<file path="src/rtl/cpu_trace_emitter.sv">
// ============================================================================
// Module   : cpu_trace_emitter
// Brief    : Serialises CPU write-back records into the ASCII trace stream
//            ("^t@pc: $grf <= data#" / "^t@pc: *addr <= data#").
//            Option macro: TRACE_LEADING_ZERO_EN (4-digit time, 2-digit grf).
// Revision : 1.0  initial release
// ============================================================================
`default_nettype none

module cpu_trace_emitter (
  input  logic        clk,
  input  logic        reset,
  input  logic        in_valid,
  output logic        in_ready,
  input  logic        is_reg,
  input  logic [13:0] time_val,
  input  logic [31:0] pc,
  input  logic [4:0]  grf,
  input  logic [31:0] addr,
  input  logic [31:0] data,
  output logic [7:0]  char,
  output logic        char_valid,
  input  logic        char_ready
);

  localparam logic [13:0] c_time_max = 14'd9999;

  typedef enum logic [3:0] {
    S_IDLE  = 4'd0,
    S_CARET = 4'd1,
    S_TIME  = 4'd2,
    S_AT    = 4'd3,
    S_PC    = 4'd4,
    S_COLON = 4'd5,
    S_SP1   = 4'd6,
    S_KIND  = 4'd7,
    S_IDX   = 4'd8,
    S_SP2   = 4'd9,
    S_LT    = 4'd10,
    S_EQ    = 4'd11,
    S_SP3   = 4'd12,
    S_DATA  = 4'd13,
    S_HASH  = 4'd14
  } state_t;

  state_t          r_state;
  state_t          w_next_state;
  logic [2:0]      r_cnt;
  logic [2:0]      w_next_cnt;
  logic [7:0]      r_char;
  logic            r_char_valid;

  logic            r_is_reg;
  logic [31:0]     r_pc;
  logic [31:0]     r_addr;
  logic [31:0]     r_data;
  logic [3:0][3:0] r_tdig;
  logic [1:0]      r_tlast;
  logic [3:0]      r_gtens;
  logic [3:0]      r_gones;
  logic            r_glast;

  logic            w_accept;
  logic            w_idx_last;
  logic [13:0]     w_tsat;
  logic [3:0]      w_d3, w_d2, w_d1, w_d0;
  logic [1:0]      w_tlast;
  logic            w_glast;

  // Binary-to-decimal conversion happens in the accept cycle itself.
  assign w_tsat = (time_val > c_time_max) ? c_time_max : time_val;
  assign w_d3   = 4'(w_tsat / 14'd1000);
  assign w_d2   = 4'((w_tsat / 14'd100) % 14'd10);
  assign w_d1   = 4'((w_tsat / 14'd10) % 14'd10);
  assign w_d0   = 4'(w_tsat % 14'd10);

`ifdef TRACE_LEADING_ZERO_EN
  assign w_tlast = 2'd3;
  assign w_glast = 1'b1;
`else
  assign w_tlast = (w_d3 != 4'd0) ? 2'd3 :
                   (w_d2 != 4'd0) ? 2'd2 :
                   (w_d1 != 4'd0) ? 2'd1 : 2'd0;
  assign w_glast = (grf >= 5'd10);
`endif

  assign in_ready   = (r_state == S_IDLE) || ((r_state == S_HASH) && char_ready);
  assign w_accept   = in_valid && in_ready;
  assign w_idx_last = r_is_reg ? (r_cnt[0] == r_glast) : (r_cnt == 3'd7);
  assign char       = r_char;
  assign char_valid = r_char_valid;

  function automatic logic [7:0] dec_char(input logic [3:0] n);
    return 8'h30 + {4'h0, n};
  endfunction

  // Nibble 7-cnt of the word, i.e. most significant digit first.
  function automatic logic [7:0] hex_char(input logic [31:0] w, input logic [2:0] cnt);
    logic [3:0] n;
    n = w[{~cnt, 2'b00} +: 4];
    return (n < 4'd10) ? (8'h30 + {4'h0, n}) : (8'h57 + {4'h0, n});
  endfunction

  function automatic logic [7:0] char_of(input state_t st, input logic [2:0] cnt);
    logic [7:0] c;
    c = 8'h00;
    case (st)
      S_CARET: c = "^";
      S_TIME:  c = dec_char(r_tdig[r_tlast - cnt[1:0]]);
      S_AT:    c = "@";
      S_PC:    c = hex_char(r_pc, cnt);
      S_COLON: c = ":";
      S_KIND:  c = r_is_reg ? "$" : "*";
      S_IDX:   c = r_is_reg ? dec_char((r_glast && cnt == 3'd0) ? r_gtens : r_gones)
                            : hex_char(r_addr, cnt);
      S_SP1, S_SP2, S_SP3: c = " ";
      S_LT:    c = "<";
      S_EQ:    c = "=";
      S_DATA:  c = hex_char(r_data, cnt);
      S_HASH:  c = "#";
      default: c = 8'h00;
    endcase
    return c;
  endfunction

  always_comb begin
    w_next_state = r_state;
    w_next_cnt   = r_cnt;
    if (r_state == S_IDLE) begin
      if (in_valid) begin
        w_next_state = S_CARET;
        w_next_cnt   = 3'd0;
      end
    end else if (char_ready) begin
      w_next_cnt = 3'd0;
      case (r_state)
        S_CARET: w_next_state = S_TIME;
        S_TIME:  if (r_cnt[1:0] == r_tlast) w_next_state = S_AT; else w_next_cnt = r_cnt + 3'd1;
        S_AT:    w_next_state = S_PC;
        S_PC:    if (r_cnt == 3'd7) w_next_state = S_COLON; else w_next_cnt = r_cnt + 3'd1;
        S_COLON: w_next_state = S_SP1;
        S_SP1:   w_next_state = S_KIND;
        S_KIND:  w_next_state = S_IDX;
        S_IDX:   if (w_idx_last) w_next_state = S_SP2; else w_next_cnt = r_cnt + 3'd1;
        S_SP2:   w_next_state = S_LT;
        S_LT:    w_next_state = S_EQ;
        S_EQ:    w_next_state = S_SP3;
        S_SP3:   w_next_state = S_DATA;
        S_DATA:  if (r_cnt == 3'd7) w_next_state = S_HASH; else w_next_cnt = r_cnt + 3'd1;
        S_HASH:  w_next_state = in_valid ? S_CARET : S_IDLE;
        default: w_next_state = S_IDLE;
      endcase
    end
  end

  // The character for the next state is computed here so char is registered.
  always_ff @(posedge clk or negedge reset) begin
    if (!reset) begin
      r_state      <= S_IDLE;
      r_cnt        <= 3'd0;
      r_char       <= 8'h00;
      r_char_valid <= 1'b0;
      r_is_reg     <= 1'b0;
      r_pc         <= 32'd0;
      r_addr       <= 32'd0;
      r_data       <= 32'd0;
      r_tdig       <= '0;
      r_tlast      <= 2'd0;
      r_gtens      <= 4'd0;
      r_gones      <= 4'd0;
      r_glast      <= 1'b0;
    end else begin
      r_state      <= w_next_state;
      r_cnt        <= w_next_cnt;
      r_char       <= char_of(w_next_state, w_next_cnt);
      r_char_valid <= (w_next_state != S_IDLE);
      if (w_accept) begin
        r_is_reg <= is_reg;
        r_pc     <= pc;
        r_addr   <= addr;
        r_data   <= data;
        r_tdig   <= {w_d3, w_d2, w_d1, w_d0};
        r_tlast  <= w_tlast;
        r_gtens  <= 4'(grf / 5'd10);
        r_gones  <= 4'(grf % 5'd10);
        r_glast  <= w_glast;
      end
    end
  end

endmodule

`default_nettype wire
</file>
<file path="config.mk">
export PLATFORM = sky130hd
export DESIGN_NAME = cpu_trace_emitter
export DESIGN_NICKNAME = d
export VERILOG_FILES = /design/src/rtl/cpu_trace_emitter.sv
export SDC_FILE = /design/constraint.sdc
export NUM_CORES = 1
export LEC_CHECK = 0
export BUFFER_PORTS_ARGS = -buffer_cell sky130_fd_sc_hd__buf_2
export CAP_MARGIN = 25
export CORE_MARGIN = 2
export CORE_UTILIZATION = 65
export DETAILED_ROUTE_END_ITERATION = 10
export GPL_TIMING_DRIVEN = 0
export PLACE_DENSITY = 0.95
export SYNTH_ARGS = -nofsm -noshare
export SYNTH_HDL_FRONTEND = slang
export SYNTH_SLANG_ARGS = --single-unit
export TNS_END_PERCENT = 30
</file>
<file path="constraint.sdc">
create_clock -name clk -period 10.2 [get_ports clk]
set_input_delay 0.51 -clock clk [delete_from_list [all_inputs] [get_ports clk]]
set_output_delay 0.51 -clock clk [all_outputs]
set_load 0.01 [all_outputs]
</file>
**Word level (Yosys, flattened, before mapping)**

Index checks and enable logic that the tools add are counted.

- Register bits after elaboration: 140
- Input port bits: 120
- Output and inout bits: 10
- Word-level logic and storage cells: 117

- Add/subtract/negate cells: 10
- Reduce and logical (&&, ||, !) cells: 12
- Divide/modulo/power cells: 8
- Magnitude comparators: 6
- Multiplexer cells: 30
- Shift operators: 3
- Equal/unequal tests: 31
- Bitwise gates (word level): 1

Operators by type and width:

| kind | count |
|---|---|
| one-hot mux 8 bit (12 select lines) | 1 |
| variable part select 32 x 6 -> 4 bit | 3 |
| equality test 4 bit, second input constant | 14 |
| one-hot mux 4 bit (14 select lines) | 1 |
| remainder unit 14 x 4 -> 14 bit, second input constant | 3 |
| 2-to-1 mux 4 bit | 10 |
| adder 6 x 4 -> 7 bit, first input constant | 5 |
| equality test 4 x 3 -> 1 bit, second input constant | 8 |
| 2-to-1 mux 8 bit | 4 |
| adder 7 x 4 -> 8 bit, first input constant | 3 |
| 2-to-1 mux 3 bit | 6 |
| equality test 4 x 2 -> 1 bit, second input constant | 4 |
| nonzero test 4 bit | 4 |
| divider 14 x 10 -> 14 bit, second input constant | 1 |
| divider 14 x 4 -> 14 bit, second input constant | 1 |
| divider 14 x 7 -> 14 bit, second input constant | 1 |
| > comparator 14 bit, second input constant | 1 |
| 2-to-1 mux 14 bit | 1 |
| < comparator 4 bit, second input constant | 3 |
| one-hot mux 3 bit (3 select lines) | 1 |
| binary-select mux 4 bit (select 2 bit) | 1 |
| equality test 4 x 1 -> 1 bit, second input constant | 2 |
| divider 5 x 4 -> 5 bit, second input constant | 1 |
| >= comparator 5 x 4 -> 1 bit, second input constant | 1 |
| 16 further kinds | 21 |

**Logic depth before layout (Yosys ltp)**

Gate-level depths: netlist of the first run.

- Depth in word-level cells: 12
- Gate-level depth with buffers: 27
- Gate-level depth less buffers: 23

**Least setup slack after synthesis of the first run**

OpenSTA, ideal clock, no wires.

- Kind: input to register
- From: input time_val[10]
- To: register r_tlast[0]
- Stages: 23
- Required time: 10069 ps
- Setup time: 131 ps
- Arrival: 6044 ps
- Setup slack: 4024 ps
- Path buffers: 3
- Path through: buf_4 > or3_1 > o211a_2 > o221a_4 > or4_4 > and2_4 > o221ai_1 > nand2_1 > a31o_2 > clkbuf_1 > maj3_1 > a21oi_1 > clkbuf_1 > xnor2_1 > inv_1 > ha_1 > a41oi_1 > nor2_2 > xnor2_1 > ha_1 > mux4_2 > a32oi_1 > o32ai_1

- Longest elaborated chain between the ends: 8

RTL lines:

| what | RTL line | source |
|---|---|---|
| from (decl) | 16 | `input logic [13:0] time_val,` |
| > comparator 14 bit | 71 | `assign w_tsat = (time_val > c_time_max) ? c_time_max : time_val;` |
| 2-to-1 mux 14 bit * | 71 |  |
| divider 14 x 4 -> 14 bit | 74 | `assign w_d1 = 4'((w_tsat / 14'd10) % 14'd10);` |
| remainder unit 14 x 4 -> 14 bit | 74 |  |
| nonzero test 4 bit | 83 | `(w_d1 != 4'd0) ? 2'd1 : 2'd0;` |
| 2-to-1 mux 1 bit | 83 |  |
| 2-to-1 mux 2 bit | 82 | `(w_d2 != 4'd0) ? 2'd2 :` |
| 2-to-1 mux 2 bit * | 81 | `assign w_tlast = (w_d3 != 4'd0) ? 2'd3 :` |
| to (signal assigned) | 183 | `r_tlast <= w_tlast;` |
| to (decl) | 58 | `logic [1:0] r_tlast;` |

Every way passes the cells marked *; elsewhere a longest branch is shown, timed or not.
A chain may end at the register's enable or synchronous reset.

**Worst setup path after layout of the first run**

Same ends and word-level chain as after synthesis.

==> results of run 1 <==
path summary, 6_finish.rpt:
path / depth (start not counted) / start / end / slack [ns]
max: 23 / time_val[10] / r_tlast[0] / 2.96
min: 1 / reset / char[2] / 0.008
max reg2reg: 18 / r_cnt[0] / char[2] / 3.67
min reg2reg: 2 / r_addr[22] / r_addr[22] / 0.47
max in group asynchronous: 2 / reset / r_pc[16] / 9.37
min in group clk: 3 / data[6] / r_data[6] / 0.26
report_power, final:
group	internal [mW]	switching, mW	leakage [nW]
Clock	0.345	0.273	0.282
Combinational	0.772	1.30	3.70
Sequential	0.793	0.163	1.71
Total	1.91	1.74	5.69
synthesized netlist by cell type (17+ instances only):
| cell | number | area, um2 |
|---|---|---|
| inv_1 | 35 | 131.4 |
| mux2_2 | 31 | 349.1 |
| buf_2 | 21 | 105.1 |
| xnor2_1 | 29 | 254.0 |
| nor3_1 | 26 | 130.1 |
| nand3_1 | 30 | 150.1 |
| o21ai_0 | 84 | 420.4 |
| nor2_1 | 98 | 367.9 |
| o211ai_1 | 19 | 142.6 |
| clkbuf_1 | 61 | 229.0 |
| mux2i_1 | 46 | 460.4 |
| nand2_1 | 405 | 1520 |
| a21oi_1 | 69 | 345.3 |
| dfrtp_1 | 137 | 3428 |
| ha_1 | 17 | 212.7 |
critical path: cells and delay by family:
kind | cells | cell delay (ns)
compound gates | 12 | 4.34
fa+ha+maj | 1 | 0.25
buf+inv | 3 | 0.46
simple gates | 4 | 0.92
mux | 2 | 0.87
xor+xnor | 1 | 0.17
layout by cell type (no fill, tap or decap), drive strengths merged, types with 7 or more instances in the layout:
cell / n
a31oi: 12
a221oi: 7
and2: 13
a21oi: 69
clkbuf: 78
nand2: 406
xnor2: 29
nand3: 30
a32oi: 13
nor4: 8
buf: 158
o21ai: 97
dfrtp: 137
o221ai: 10
and3: 14
nor2: 101
mux2i: 47
clkinv: 7
mux2: 33
o22ai: 14
ha: 17
nor3: 28
o31ai: 12
nand4: 10
a21boi: 7
inv: 48
nor2b: 11
a21o: 9
o211ai: 19
nand2b: 13
or3: 7
a211oi: 13
per-stage QoR:
stage	std cells	area (um2)	worst slack [ns]	power (mW)	utilization (%)
final	1831	12540	2.959	3.652	75.65
after global routing	1831	12540	2.347	3.864	75.65
after CTS	1830	12540	3.182	3.562	75.63
after detailed placement	1798	11960	2.787	2.885	72.12
after global placement	1797	11930	2.849	2.789	71.92
after floorplan	1453	11030	4.024	2.364	-
layer usage:
layer / up-vias / global-route usage (%) / routed length (um)
li1: 5464 / - / -
met5: - / 0 / 8
met1: 5775 / 55.49 / 14470
met3: 172 / 11.00 / 4435
met4: 2 / 15.50 / 1478
met2: 880 / 62.61 / 16460
kinds of logic (layout without fill, tap and decap cells):
group                      Yosys count  after routing  share of synthesized area [%]
adders and majority gates           23             23                          2.473
muxes                               85             85                          8.689
DFF                                137            137                          31.08
AOI/OAI and AO/OA                  366            366                          23.41
buffers and inverters              137            294                          4.968
and+or+nand+nor                    669            669                          26.57
other                                1              2                        0.03400
xor gates and xnor gates            35             35                          2.779
layout make-up:
| cell class | instances | area (um2) | share of cell area (%) |
|---|---|---|---|
| antenna | 1 | 2.502 | 0.01995 |
| buffer | 94 | 386.6 | 3.082 |
| clock buffer | 17 | 425.4 | 3.391 |
| clock inverter | 15 | 156.4 | 1.247 |
| inverter | 43 | 161.4 | 1.287 |
| multi-input combinational | 1179 | 7054 | 56.23 |
| sequential | 137 | 3428 | 27.33 |
| tap | 220 | 275.3 | 2.194 |
| timing repair buffer | 125 | 654.4 | 5.216 |
==> flow_summary.yaml, run 1 <==
place:
  gp_congestion: 0.9962
  io_buffers: 124
  dp_hpwl_um: 26000
layout:
  reg_top3: "r_addr (32), r_data (32), r_pc (32)"
  fillers: 1170
  final_nets: 1734
  drive_gt1_share_pct: 15.90
  syn2layout_area_growth_pct: 13.72
floorplan:
  boundaryPins: 130
  initial_core_util_pct: 66.52
  die_area_um2: 18030
  placementRows: 47
  die_x_um: 134.3
  die-height_um: 134.3
  coreArea_um2: 16580
cts:
  cts_buffers: 17
  clkSlewWorstSetupHoldPaths_ns: 0.06
  htreeDepth: 4
  tritoncts: "built"
  cts_resized: 0
  clkLatencyLatePin_ns: 0.43
  cts_sinks: 137
  clockRootBuffer: "clkbuf_16"
  clock_path_buffers: 2
  cts_setup_buffers: 0
  hold_buffers: 0
timing:
  tightest_slew_ns: 1.061
  setup_tns_ns: 0
  skew_ns: 0.008879
  fin_hold_ws_ns: 0.008478
  period_share_pct: 70.99
  slew_viol_final: 0
  setup_viol: 0
  hold_viol: 0
  max_freq_mhz: 138.1
  rsz0062_at_grt: "no"
  slew_headroom_pct: 29.27
  period_needed_ns: 7.241
power_and_ir_drop:
  ir_drop_uv: 184.9
  p_per_area_nw_per_um2: 291.1
  p_leak_nw: 5.691
logic_synthesis:
  netlist_area_um2: 11030
  ys_ff_latch: 137
  async_flop_share_pct: 100.0
  synth_fp_nets: 1590
  synth-edff-count: 0
  synth_cells: 1453
  synth_top_flop_cell: "dfrtp_1"
  synth_warnings: 0
  synth_cell_types: 104
  syn_avg_cell_area_um2: 7.592
  ys_seq_area_share_pct: 31.08
setup_path:
  worst-setup-path-type: "input port to flop"
  path_max_fanout: 9
  cp.required_ns: 10.50
  crit_path_cell_trace: "buf_4 > nand4_1 > o21ai_2 > o21ai_0 > o31ai_4 > a32oi_1 > a21oi_1 > o211ai_1 > a2111oi_2 > nor3_2 > o2111ai_2 > inv_2 > a2111oi_4 > o21ai_2 > inv_2 > mux2i_1 > nor4_2 > nor2_2 > xnor2_1 > ha_1 > mux4_2 > a32oi_1 > o32ai_1"
  cp_slowest_cell: "o21ai_2"
  startpoint_type: "input port"
  worstSetupEndpointType: "flop"
  cp.arrival_ns: 7.54
  max_stage_delay_ns: 0.60
route:
  dr.pass1.iters: 8
  via_per_inst: 6.714
  drt_iter0_markers: 1768
  postRouteWirelength_um: 36850
  ant_nets: 0
  vias: 12290
  wire_per_inst_um: 20.13
  drc: 0
global_route:
  grt_pass1_wl_um: 58680
  overflow: 0
  antenna_found_initial: 2
  grt_max_degree: 92
  first_global_vias: 11520
  track_usage_pct: 40.83
status:
  status: "finished, final reports clean"
hold_path:
  hold_class: "input port to async pin"
job:
  cap_violations: 0
Power figures use the tool's default switching activity.
==> run 2, diff against run 1 <==
--- a/config.mk
+++ b/config.mk
@@ -5,13 +5,14 @@
 export SDC_FILE = /design/constraint.sdc
 export NUM_CORES = 1
 export LEC_CHECK = 0
+export ABC_AREA = 1
 export BUFFER_PORTS_ARGS = -buffer_cell sky130_fd_sc_hd__buf_2
 export CAP_MARGIN = 25
 export CORE_MARGIN = 2
-export CORE_UTILIZATION = 65
+export CORE_UTILIZATION = 59
 export DETAILED_ROUTE_END_ITERATION = 10
 export GPL_TIMING_DRIVEN = 0
-export PLACE_DENSITY = 0.95
+export PLACE_DENSITY = 0.92
 export SYNTH_ARGS = -nofsm -noshare
 export SYNTH_HDL_FRONTEND = slang
 export SYNTH_SLANG_ARGS = --single-unit
==> constraint.sdc (replaced) <==
create_clock -name clk -period 6.8 [get_ports clk]
set_input_delay 0.34 -clock clk [delete_from_list [all_inputs] [get_ports clk]]
set_output_delay 0.34 -clock clk [all_outputs]
set_load 0.01 [all_outputs]
==> flow_summary.yaml, run 2 <==
route:
  wire_per_inst_um: 15.85
  drc: 0
  postRouteWirelength_um: 29890
  vias: 10900
  dr.pass1.iters: 6
  drt_iter0_markers: 1203
  via_per_inst: 5.782
  ant_nets: 0
floorplan:
  placementRows: 47
  die_x_um: 134.6
  coreArea_um2: 16640
  boundaryPins: 130
  initial_core_util_pct: 60.44
  die_area_um2: 18110
  die-height_um: 134.6
power_and_ir_drop:
  p_int_mw: 3.166
  pwr-share-seq_pct: 22.3
  clkPwrFrac_pct: 15.9
  swShare_pct: 50.98
  p_leak_nw: 6.241
  pwr-share-comb_pct: 61.8
  power.switching_mw: 3.292
  ir_drop_uv: 433.4
  p_per_area_nw_per_um2: 550.0
global_route:
  grt_max_degree: 106
  track_usage_pct: 33.36
  overflow: 0
  antenna_found_initial: 0
  first_global_vias: 10280
  grt_pass1_wl_um: 48180
logic_synthesis:
  ys_seq_area_share_pct: 34.08
  synth-edff-count: 0
  synth_top_flop_cell: "dfrtp_1"
  synth_warnings: 0
  synth_commonest_cells: "nand2_1 (528), nor2_1 (161), dfrtp_1 (137), inv_1 (135), o21ai_0 (92)"
  ys_top_cells_by_area: "dfrtp_1 (34%), nand2_1 (20%), nor2_1 (6.0%), inv_1 (5.0%), o21ai_0 (4.6%)"
  ys_ff_latch: 137
  synth_cell_types: 61
  syn_avg_cell_area_um2: 6.701
  synth_cells: 1501
  post-synth-top-area-cell: "dfrtp_1"
  netlist_area_um2: 10060
  synth_most_common_cell: "nand2_1"
  async_flop_share_pct: 100.0
  synth_top_area_share_pct: 34.08
  synth_fp_nets: 1638
setup_path:
  reg2regPathDepth: 19
  startpoint_type: "input port"
  max_stage_delay_ns: 0.28
  path_depth: 53
  cp.required_ns: 7.11
  cp_slowest_cell: "a21oi_2"
  cp.arrival_ns: 6.30
  cp_common_cell: "nand2_1"
  path_buf_inv: 5
  worstSetupEndpointType: "flop"
  path_max_fanout: 9
  cpLargestDelayFamily: "simple AND/OR/NAND/NOR gates"
  worst-setup-path-type: "input port to flop"
cts:
  cts_sinks: 137
  clkSlewWorstSetupHoldPaths_ns: 0.07
  htreeDepth: 4
  clock_path_buffers: 2
  tritoncts: "built"
  cts_buffers: 17
  clkLatencyLatePin_ns: 0.44
  clockRootBuffer: "clkbuf_16"
job:
  cap_violations: 0
hold_path:
  hold_class: "input port to flop"
  worstHoldPathCells: 3
timing:
  rsz0062_at_grt: "no"
  period_needed_ns: 5.984
  skew_ns: 0.01530
  period_share_pct: 88.00
  tightest_slew_ns: 0.9851
  slew_headroom_pct: 34.32
  max_freq_mhz: 167.1
  slew_viol_final: 0
  setup_viol: 0
  setup_tns_ns: 0
  hold_viol: 0
layout:
  final_common_cell: "nand2_1"
  syn2layout_area_growth_pct: 16.73
  final_nets: 1789
  reg_top3: "r_addr (32), r_data (32), r_pc (32)"
  finish.instance_area_um2: 11740
  mostFrequentLayoutCells: "nand2_1 (524), nor2_1 (159), dfrtp_1 (137), inv_1 (134), buf_2 (127)"
  drive_gt1_share_pct: 18.20
place:
  io_buffers: 127
  detailed_place.area_um2: 11000
  gp_congestion: 0.9286
  dp_hpwl_um: 21140
status:
  status: "finished, final reports clean"
## run 2: cell types whose count changed after synthesis, moves of 21 or more
| cell | change |
|---|---|
| inv_1 | +100 |
| clkbuf_1 | -21 |
| nand2_1 | +123 |
| mux2i_1 | -44 |
| nand3_1 | +38 |
| mux2_2 | -31 |
| a21oi_1 | -35 |
| nor2_1 | +63 |
| nand2_2 | +38 |
## run 2: path summary, 6_finish.rpt
kind	start	endpoint	slack, ns
worst max register to register	r_cnt[1]	char[4]	1.41
worst max-delay path	time_val[13]	r_tlast[0]	0.82
worst min-delay path	data[17]	r_data[17]	0.09
max in group asynchronous	reset	r_tlast[0]	5.63
worst min register to register	r_data[27]	r_data[27]	0.48
min in group asynchronous	reset	char_valid	0.36
## run 2: what timing repair did
action,in CTS,in global routing
gates resized for setup,0,15
hold buffers,1,0
setup buffers,0,3
endpoints found under the hold margin,32,0
endpoints found under the setup margin,0,4
## run 2: kinds of logic (layout without fill, tap and decap cells)
logic type	Yosys count	after routing	synth area share, %
buf+inv	211	375	8.347
xor+xnor	31	31	2.774
fa+ha+maj	17	17	2.115
mux	2	2	0.1990
flops	137	137	34.08
compound gates	218	218	13.37
simple gates	884	884	39.07
other cells	1	2	0.03728
## run 2: power groups by stage
stage	logic, mW	registers (mW)	clock network, mW
detailed placement	3.77	1.41	0
CTS	3.84	1.42	1.02
global placement	3.62	1.40	0
finish	3.99	1.44	1.03
global route	4.45	1.46	1.06
floorplan	2.94	1.36	0
## run 2: worst min-delay path, delay by kind of cell
family	cells	cell delay (ns)
simple gates	2	0.08
buf+inv	1	0.07
## run 2: final cells by class
cell class | count | area [um2]
diodes | 1 | 2.502
plain buffers | 49 | 209.0
clock buffers | 18 | 439.2
clock inverters | 14 | 207.7
fillers | 1231 | 4901
inverters | 162 | 634.4
multi-input cells | 1153 | 5843
flip-flops and latches | 137 | 3428
well taps | 220 | 275.3
repair buffers | 132 | 701.9
## run 2: per-layer routing
metal,routed length (um),global-route usage [%],vias up
met5,0,0,-
met4,1622,18.07,0
met3,2834,7.095,158
met2,13800,54.05,645
met1,11640,41.88,4976
li1,-,-,5125
## run 2: through the flow
| stage | std cells | hold slack [ns] | worst slack (ns) | utilization (%) | power (mW) |
|---|---|---|---|---|---|
| final | 1886 | 0.08884 | 0.8157 | 70.55 | 6.458 |
| after CTS | 1882 | 0.08829 | 0.4205 | 70.06 | 6.284 |
| after global placement | 1848 | 0.4560 | 0.3228 | 65.91 | 5.023 |
| after detailed placement | 1849 | 0.2467 | 0.001963 | 66.12 | 5.186 |
| after global routing | 1885 | 0.09695 | 0.002549 | 70.54 | 6.975 |
| after floorplan | 1501 | 0.04441 | 1.254 | - | 4.296 |
==> run 3, diff against run 2 <==
==> constraint.sdc (replaced) <==
create_clock -name clk -period 6.8 [get_ports clk]
set_input_delay 0.68 -clock clk [delete_from_list [all_inputs] [get_ports clk]]
set_output_delay 0.68 -clock clk [all_outputs]
set_load 0.01 [all_outputs]
==> flow_summary.yaml, run 3 (synthesis gave the netlist of run 2 again) <==
status:
  status: "finished, final reports clean"
place:
  place_inst: 1849
  pre_cts_ws_ns: -0.3380
  gp_congestion: 0.9286
  io_buffers: 127
  dp_hpwl_um: 21140
layout:
  fin_util_pct: 71.10
  fillers: 1214
  multi_input_area_um2: 5894
  final_common_cell: "nand2_1"
  drive_gt1_share_pct: 19.21
  mostFrequentLayoutCells: "nand2_1 (519), nor2_1 (158), dfrtp_1 (137), inv_1 (133), buf_2 (127)"
  final_nets: 1795
  regArea_um2: 3428
  reg_top3: "r_addr (32), r_data (32), r_pc (32)"
  syn2layout_area_growth_pct: 17.64
  final_cells: 1891
  antenna_cells: 0
route:
  wl_met1_um: 11660
  dr.pass1.iters: 7
  drt_iter0_markers: 1151
  via_per_inst: 5.757
  ant_nets: 0
  drc: 0
  vias: 10890
  top_layer_used: "met4"
  route.met3.wl_um: 2853
  wl_met2_um: 13920
  postRouteWirelength_um: 30050
  wire_per_inst_um: 15.89
setup_path:
  max_stage_delay_ns: 0.30
  worstSetupEndpointType: "flop"
  path_max_fanout: 10
  path_buf_inv: 7
  cp.required_ns: 7.12
  worst-setup-path-type: "input port to flop"
  cp_common_cell: "nand2_2"
  cpLargestDelayFamily: "simple AND/OR/NAND/NOR gates"
  startpoint: "time_val[6]"
  timing.rr.start: "r_cnt[1]"
  startpoint_type: "input port"
  cp.arrival_ns: 6.51
  cp_slowest_cell: "xor2_1"
global_route:
  track_usage_pct: 33.34
  grt_pass1_wl_um: 48160
  overflow: 0
  antenna_found_initial: 0
  grt_max_degree: 106
  first_global_vias: 10270
cts:
  clock_path_buffers: 2
  hold_buffers: 0
  tritoncts: "built"
  clkLatencyLatePin_ns: 0.44
  htreeDepth: 4
  cts_sinks: 137
  clkSlewWorstSetupHoldPaths_ns: 0.06
  clockRootBuffer: "clkbuf_16"
  cts_buffers: 17
job:
  cap_violations: 0
timing:
  period_share_pct: 90.96
  tightest_slew_ns: 0.9869
  fin_hold_ws_ns: 0.1244
  fin_ws_ns: 0.6149
  slew_viol_final: 0
  hold_viol: 0
  skew_ns: 0.01314
  setup_viol: 0
  period_needed_ns: 6.185
  max_freq_mhz: 161.7
  slew_headroom_pct: 33.60
power_and_ir_drop:
  ir_drop_uv: 438.8
  power_mw: 6.525
  p_per_area_nw_per_um2: 551.4
  p_leak_nw: 6.282
floorplan:
  die_area_um2: 18110
  die-height_um: 134.6
  boundaryPins: 130
  initial_core_util_pct: 60.44
  placementRows: 47
  die_x_um: 134.6
  coreArea_um2: 16640
hold_path:
  hold_class: "input port to async pin"
==> run 3: cell types whose count changed in the layout (fill, tap and decap cells not counted), moves of 3 or more <==
cell / change
nand3_2: +3
nand2_1: -5
nand3_1: -3
nand2_2: +4
buf_4: +7
==> run 3: repair_timing <==
action / in CTS / in global routing
resized for setup: 0 / 29
setup endpoints to repair: 0 / 4
setup buffers: 0 / 10
==> run 3: layout make-up <==
cell class                      instances  area share, %
Buffer                                 49          1.766
Clock buffer                           18          3.712
Clock inverter                         14          1.755
Inverter                              162          5.361
Multi-Input combinational cell       1153          49.81
Sequential cell                       137          28.97
Tap cell                              220          2.326
Timing Repair Buffer                  138          6.292
==> run 3: report_power, final <==
| group | internal (mW) | switching [mW] | leakage (nW) |
|---|---|---|---|
| clock network | 0.633 | 0.397 | 0.311 |
| logic | 1.38 | 2.68 | 4.27 |
| registers | 1.19 | 0.245 | 1.70 |
| total | 3.21 | 3.32 | 6.28 |
==> run 3: routing by layer <==
layer  global-route usage, %  up-vias
li1                        -     5128
met1                   41.88     4984
met2                   54.00      626
met3                   7.095      149
met4                   18.07        0
met5                       0        -
==> run 3: per-stage QoR <==
stage / instance area [um2] / TNS, ns
final: 11830 / 0
after global routing: 11830 / -0.03358
after CTS: 11650 / 0
after detailed placement: 11000 / -0.6651
after global placement: 10970 / -0.01721
after floorplan: 10060 / 0
==> run 3: worst register-to-register path: stages (launching register included) <==
cell       delay (ns)
dfrtp_1          0.43
ha_1             0.21
ha_1             0.17
inv_1            0.13
o21ai_0          0.13
o21ai_0          0.23
a21oi_1          0.09
o21ai_0          0.20
nand2_1          0.19
inv_1            0.22
clkbuf_1         0.50
buf_1            0.58
nor2_1           0.08
o311ai_0         0.60
o21ai_0          0.36
ha_1             0.30
nand2_1          0.07
nand2_1          0.07
a2111oi_0        0.47
nand3_1          0.20
==> run 3: worst paths after layout <==
| path | endpoint | slack [ns] | cells past startpoint |
|---|---|---|---|
| worst max-delay path | r_tlast[1] | 0.61 | 55 |
| worst min-delay path | char_valid | 0.12 | 1 |
| worst max register to register | char[4] | 1.40 | 19 |
| worst min register to register | r_data[27] | 0.48 | 2 |
| max in group asynchronous | r_pc[28] | 5.87 | 2 |
| min in group clk | r_data[17] | 0.43 | 3 |
